## src/rtl/sense_reader.sv

```systemverilog
// sense_reader: capture delay-line sensor words, encode, buffer, drain as bytes.
// Define SENSE_READER_LEADONE_EN for leading-ones encoding instead of popcount.
module sense_reader #(
  parameter int LINELEN  = 64,
  parameter int NSAMPLES = 256,
  parameter int ADDRW    = 8
) (
  input  logic               clkin,
  input  logic               rstnin,
  input  logic [LINELEN-1:0] valin,
  input  logic               trigin,
  output logic [7:0]         tdata,
  output logic               tvalid,
  input  logic               tready,
  output logic               busyout
);

  typedef enum logic [1:0] {
    S_IDLE,
    S_CAPTURE,
    S_FLUSH,
    S_DRAIN
  } state_t;

  localparam int DEPTH = 1 << ADDRW;
  localparam logic [ADDRW:0] NS  = (ADDRW+1)'(NSAMPLES);
  localparam logic [ADDRW:0] ONE = (ADDRW+1)'(1);

  state_t             state_q, state_d;
  logic [LINELEN-1:0] s1_q, s1_d;
  logic               s1_vld_q, s1_vld_d;
  logic [ADDRW:0]     ld_cnt_q, ld_cnt_d;
  logic [ADDRW:0]     wptr_q, wptr_d;
  logic [ADDRW:0]     rptr_q, rptr_d;
  logic [7:0]         tdata_q, tdata_d;
  logic               tvalid_q, tvalid_d;
  logic               busy_q, busy_d;
  logic [7:0]         enc;
  logic               load;
  logic               we;
  logic               accept;
  logic [7:0]         mem [DEPTH];

  // Stage-2 encoder of the registered sensor word.
`ifdef SENSE_READER_LEADONE_EN
  always_comb begin
    logic run;
    run = 1'b1;
    enc = '0;
    for (int i = 0; i < LINELEN; i++) begin
      run = run & s1_q[i];
      enc = enc + 8'(run);
    end
  end
`else
  always_comb begin
    enc = '0;
    for (int i = 0; i < LINELEN; i++) begin
      enc = enc + 8'(s1_q[i]);
    end
  end
`endif

  // Next-state for the FSM, pipeline, pointers and stream outputs.
  always_comb begin
    state_d  = state_q;
    ld_cnt_d = ld_cnt_q;
    wptr_d   = wptr_q;
    rptr_d   = rptr_q;
    tdata_d  = tdata_q;
    tvalid_d = tvalid_q;
    busy_d   = busy_q;
    load     = (state_q == S_CAPTURE)
             && (ld_cnt_q != NS);
    we       = s1_vld_q;
    accept   = tvalid_q && tready;
    s1_d     = load ? valin : s1_q;
    s1_vld_d = load;
    if (we) begin
      wptr_d = wptr_q + ONE;
    end
    unique case (state_q)
      S_IDLE: begin
        if (trigin) begin
          state_d  = S_CAPTURE;
          ld_cnt_d = '0;
          wptr_d   = '0;
          busy_d   = 1'b1;
        end
      end
      S_CAPTURE: begin
        if (load) begin
          ld_cnt_d = ld_cnt_q + ONE;
        end
        if (we && (wptr_q == NS - ONE)) begin
          state_d = S_FLUSH;
        end
      end
      S_FLUSH: begin
        state_d = S_DRAIN;
        rptr_d  = '0;
      end
      S_DRAIN: begin
        if (accept && (rptr_q == NS)) begin
          tvalid_d = 1'b0;
          busy_d   = 1'b0;
          state_d  = S_IDLE;
        end else if ((!tvalid_q || accept)
                     && (rptr_q != NS)) begin
          tdata_d  = mem[rptr_q[ADDRW-1:0]];
          tvalid_d = 1'b1;
          rptr_d   = rptr_q + ONE;
        end
      end
      default: state_d = S_IDLE;
    endcase
  end

  // Control and output registers; reset discards any capture in flight.
  always_ff @(posedge clkin or negedge rstnin) begin
    if (!rstnin) begin
      state_q  <= S_IDLE;
      s1_q     <= '0;
      s1_vld_q <= 1'b0;
      ld_cnt_q <= '0;
      wptr_q   <= '0;
      rptr_q   <= '0;
      tdata_q  <= '0;
      tvalid_q <= 1'b0;
      busy_q   <= 1'b0;
    end else begin
      state_q  <= state_d;
      s1_q     <= s1_d;
      s1_vld_q <= s1_vld_d;
      ld_cnt_q <= ld_cnt_d;
      wptr_q   <= wptr_d;
      rptr_q   <= rptr_d;
      tdata_q  <= tdata_d;
      tvalid_q <= tvalid_d;
      busy_q   <= busy_d;
    end
  end

  // Sample buffer; contents survive reset, pointers make them stale.
  always_ff @(posedge clkin) begin
    if (we) begin
      mem[wptr_q[ADDRW-1:0]] <= enc;
    end
  end

  assign tdata   = tdata_q;
  assign tvalid  = tvalid_q;
  assign busyout = busy_q;

endmodule

```

## config.mk

```make
export PLATFORM = sky130hd
export DESIGN_NAME = sense_reader
export DESIGN_NICKNAME = d
export VERILOG_FILES = /design/src/rtl/sense_reader.sv
export SDC_FILE = /design/constraint.sdc
export NUM_CORES = 2
export LEC_CHECK = 0
export BUFFER_PORTS_ARGS = -buffer_cell sky130_fd_sc_hd__buf_2
export CAP_MARGIN = 20
export CELL_PAD_IN_SITES_DETAIL_PLACEMENT = 1
export CELL_PAD_IN_SITES_GLOBAL_PLACEMENT = 1
export CORE_AREA = 2 2 354 497
export DETAILED_ROUTE_END_ITERATION = 6
export DIE_AREA = 0 0 356 499
export GPL_ROUTABILITY_DRIVEN = 0
export PLACE_DENSITY_LB_ADDON = 0.1
export SLEW_MARGIN = 10
export SYNTH_ARGS = -nofsm -noshare
export SYNTH_HDL_FRONTEND = slang
export SYNTH_SLANG_ARGS = --single-unit
export TNS_END_PERCENT = 50
```

## constraint.sdc

```tcl
create_clock -name clkin -period 18.1 [get_ports clkin]
set_clock_uncertainty 0.05 [all_clocks]
set_input_delay 3.62 -clock clkin [delete_from_list [all_inputs] [get_ports clkin]]
set_output_delay 3.62 -clock clkin [all_outputs]
set_load 0.02 [all_outputs]
```

# [Word-level counts from Yosys, hierarchy flattened]
# Memory sizes are Yosys's and may differ from the RTL's. A register that Yosys moved wholly into a read port is not among the register bits.
# Index checks and enable logic that the tools add are counted.
[classes] reduce_logical=19 mux=20 multipliers=0 shift=0 div=0 magnitude_cmp=0 n_bitwise=1 n_addsub=66 eq_ne=13
[ops] op="adder 8 x 1 -> 8 bit" count=56
[ops] op="two-way mux 9 bit" count=7
[ops] op="case mux 9 bit (2 select lines)" count=2
[ops] op="adder 9 x 1 -> 9 bit, second input constant" count=3
[ops] op="inequality test 9 bit, second input constant" count=2
[ops] op="AND reduction 3 bit" count=5
[ops] op="inequality test 2 bit, second input constant" count=5
[ops] op="== test 9 x 8 -> 1 bit, second input constant" count=1
[ops] op="== test 9 bit, second input constant" count=1
[ops] op="adder 7 x 1 -> 8 bit" count=1
[ops] op="case mux 2 bit (4 select lines)" count=1
[ops] op="nonzero test 2 bit" count=4
[ops] op="adder 6 x 1 -> 7 bit" count=1
[ops] op="adder 5 x 1 -> 6 bit" count=1
[ops] op="two-way mux 1 bit" count=6
[ops] op="two-way mux 2 bit" count=3
[ops] op="adder 4 x 1 -> 5 bit" count=1
[ops] op="logical AND 1 bit" count=5
[ops] op="adder 3 x 1 -> 4 bit" count=1
[ops] op="== test 2 bit, second input constant" count=2
[ops] op="adder 2 x 1 -> 3 bit" count=1
[ops] op="adder 1 x 1 -> 2 bit" count=1
[ops] op="== test 2 x 1 -> 1 bit, second input constant" count=1
[ops] op="logical NOT 1 bit" count=2
[ops] op="6 further kinds" count=6
[totals] ff_bits=96 latch_bits=0 in_bits=68 n_memories=1 mem_bits_ro=0 wordCells=128 ramBits=2048 output_inout_bits=10
[memory_table] memory="mem" depth=256 word_bits=8 rd=1 rd_clocked_by_memory_dff=1 write_ports=1 line_no="42" source="logic [7:0] mem [DEPTH];"

# [Logic depth before layout (Yosys ltp)]
[depth] depth_word=63 depth_mapped=22

# [Worst setup path after synthesis]
# Ideal clock, no wire load.
[synth_path] kind="reg2reg" startpoint="reg s1_q[41]" endpoint="mem mem[0][2] (data pin)" path_slack_ns=4.027 stages_incl_launch_ff=19 synth_period_minus_slack_ns=14.073 required_time_ns=16.399 arrival_ns=12.372 path_buffers=0 cell_sequence="dfrtp_1 > fa_1 > inv_1 > fa_1 > inv_1 > fa_1 > inv_1 > fa_1 > inv_1 > fa_1 > fa_1 > inv_1 > fa_1 > fa_1 > inv_1 > ha_1 > inv_1 > fa_1 > xnor2_1"
[synth_between] elab_chain_cells=23
[synth_rtl] element="start, declared" line_no="30" source="logic [LINELEN-1:0] s1_q, s1_d;"
[synth_rtl] element="start signal, assigned" line_no="123" source="s1_q <= '0;"
[synth_rtl] element="start signal, assigned" line_no="133" source="s1_q <= s1_d;"
[synth_rtl] element="adder 8 x 1 -> 8 bit (23 in a row)" line_no="59" source="enc = enc + 8'(s1_q[i]);"
[synth_rtl] element="named net enc[2]" line_no="38" source="logic [7:0] enc;"
[synth_rtl] element="end, declared" line_no="42"
# The timed path passes the listed nets, and every way through them passes these cells.

# [Worst setup path after layout]
[layout_path] startpoint="reg s1_q[53]" endpoint="mem mem[97][2] (data pin)"
[layout_between] elab_chain_cells=11
[layout_rtl] element="adder 8 x 1 -> 8 bit (11 in a row)" line_no="59"
[layout_rtl] element="named net enc[2]" line_no="38"
# The timed path passes the listed nets, and every way through them passes these cells.

==> impl_metrics.ini <==
[floorplanning]
dieArea_um2 = 178000
start_util = 0.438
die_x_um = 356
row_count = 181
ios = 78
core_um2 = 173000
die_h_um = 499

[yosys]
syn-cell-area_um2 = 75900
syn_avg_cell_area_um2 = 19.3
synthArstFlopShare = 0.0544
ys_warn_count = 0
synth_edf_count = 1792
syn_nets = 4072
ys_seq_area_frac = 0.743
ys.flop_type = edfxtp_1
synth_cells = 3921
ys_types = 72
ys_seq_elements = 1895

[cells_and_area]
nets = 4206
drive_above_1_share = 0.207
multiInputGateArea_um2 = 17900
regArea_um2 = 56400
area_growth_pct = 11.4
fillerInstances = 15800

[timing]
post-route-min-period_ns = 8.39
drv_slew = 0
tns_ns = 0
relSlewSlack = 0.132
tightest_slew_ns = 1.30
rsz0062_at_grt = false
period_share = 0.463
clock.fmax_mhz = 119
hold_violations = 0
setup-violations-final = 0

[worst_setup_path]
criticalPathCategory = reg2reg
r2r_setup_slack_ns = 9.71
reg2reg_to = mem[97][2]
worstPathRequired_ns = 18.56
cp_max_fo = 92
critPathCaptureType = flop
crit_start = s1_q[53]
worstSetupStartpointType = flop
reg2reg_depth = 20
setup.worst_path.end = mem[97][2]
r2r_start = s1_q[53]
arrival_ns = 8.85

[cts]
hold_buffers = 0
htreeDepth = 4
post-cts-setup-buffers = 0
cts_sinks = 1895
clk_pin_slew_worst_paths_ns = 0.06
postCtsResizedCells = 0
cts_made_buffers = 181
cts_tree = done
clockBufferDepth = 3
clk_latency_ns = 0.82
cts_root_buf = clkbuf_16

[drt]
drtPass1Iterations = 5
wl_mm = 217
route.antenna.remaining_nets = 0
wl_per_cell_um = 33.4
drc = 0
viasPerCell = 5.91
first_iter_violations = 3472
vias = 38300

[place]
hpwl_mm = 133
port_buffers = 76

[global_routing]
antenna_found_initial = 9
first_global_vias = 40900
grt_pass1_wl_mm = 311
grt_max_degree = 257
grt_util_all_layers = 0.247
overflow = 0

[status]
status = finished clean

[run]
maxCapViolCount = 0

[min_path]
hp-class = reg2reg
-- worst min-delay path by stage --
| stage | from | endpoint | cells past startpoint |
|---|---|---|---|
| final | busyout | busyout | 2 |
| after global routing | ld_cnt_q[0] | ld_cnt_q[0] | 1 |
| after floorplan | s1_q[2] | s1_q[2] | 2 |
| after global placement | busyout | busyout | 2 |
| after CTS | s1_q[45] | s1_q[45] | 2 |
| after detailed placement | s1_q[45] | s1_q[45] | 2 |
-- placed cells by master (no fill, tap or decap), types with 17 or more instances in the layout --
cell type,n
a211oi_1,17
clkbuf_16,184
a21oi_1,64
nand3_1,29
mux2i_1,147
clkbuf_1,49
inv_1,110
edfxtp_1,1792
clkinv_1,32
o22ai_1,17
clkinv_2,28
nor2_1,316
mux4_2,412
a22oi_1,55
fa_1,54
buf_2,75
o21ai_0,71
o221ai_1,18
dfrtp_1,98
buf_4,87
nand2_1,242
ha_1,28
-- area by class of cell --
type,count,area share
Clock inverter,94,0.0110
Sequential cell,1895,0.667
Antenna cell,2,0.0000592
Timing Repair Buffer,172,0.0144
Tap cell,2287,0.0339
Inverter,116,0.00527
Multi-Input combinational cell,1689,0.211
Clock buffer,234,0.0568
-- per-stage QoR --
stage | area [um2] | worst slack [ns] | hold WS (ns) | utilization | instances
2_1_floorplan | 75900 | 4.03 | 0.402 | - | 3921
3_3_place_gp | 78800 | 9.84 | 0.434 | 0.455 | 6158
3_5_place_dp | 78800 | 9.61 | 0.443 | 0.455 | 6158
4_1_cts | 84500 | 9.56 | 0.456 | 0.488 | 6486
5_1_grt | 84500 | 9.31 | 0.486 | 0.489 | 6488
6_report | 84500 | 9.71 | 0.454 | 0.489 | 6489
-- sequential cells by signal, indices dropped and copies added, names as in the netlist, 2 cells and up --
| signal | cells |
|---|---|
| ld_cnt_q | 9 |
| wptr_q | 9 |
| s1_q | 64 |
| tdata | 7 |
| state_q | 2 |
| rptr_q | 9 |
| mem | 1792 |
-- cells by family (layout without fill, tap and decap cells) --
logic type / Yosys count / after routing / synth area share
flops: 1895 / 1895 / 0.743
simple gates: 670 / 670 / 0.0365
mux: 575 / 575 / 0.146
compound gates: 338 / 338 / 0.0301
buf+inv: 337 / 616 / 0.0227
fa+ha+maj: 83 / 83 / 0.0190
xor+xnor: 22 / 22 / 0.00254
other cells: 1 / 3 / 0.0000494
-- synth_stat cells (all sizes together) (4+ instances only) --
cell type,n,area (um2)
edfxtp,1792,53800
mux4,420,9490
nor2,317,1190
nand2,242,908
mux2i,147,1470
buf,123,913
inv,113,424
dfrtp,103,2580
clkbuf,98,375
o21ai,71,355
a21oi,64,320
a22oi,55,413
fa,54,1080
ha,29,363
nand3,29,145
o221ai,18,158
a211oi,17,128
o22ai,17,106
a221oi,16,140
nor3,16,80.1
xor2,14,123
a31oi,13,81.3
a22o,11,96.3
nor2b,11,68.8
nand4,10,62.6
a21o,9,67.6
nor4,9,56.3
and3,8,50.1
mux2,8,90.1
xnor2,8,70.1
nand2b,6,37.5
o211ai,6,45.0
a222oi,4,40.0
a311oi,4,35.0
and2,4,25.0
-- per-layer routing --
layer	global-route usage	part of all wire
met2	0.427	0.52
met5	0	0
met3	0.0296	0.046
met1	0.324	0.40
met4	0.0847	0.034
-- worst max-delay path, cell delays in order, from the launching register on --
cell and delay (ns):
dfrtp_1 0.32, inv_1 0.06, fa_1 0.55, inv_1 0.07
fa_1 0.50, inv_1 0.06, fa_1 0.48, inv_1 0.05
fa_1 0.60, fa_1 0.48, fa_1 0.53, inv_1 0.05
fa_1 0.50, fa_1 0.41, inv_1 0.10, ha_4 0.13
inv_1 0.05, fa_1 0.47, xnor2_2 0.81, buf_4 0.86
buf_4 0.70
Power is left out: the tool's default activity adds up to more than one toggle a clock period on the data nets, which glitch-free logic cannot reach.
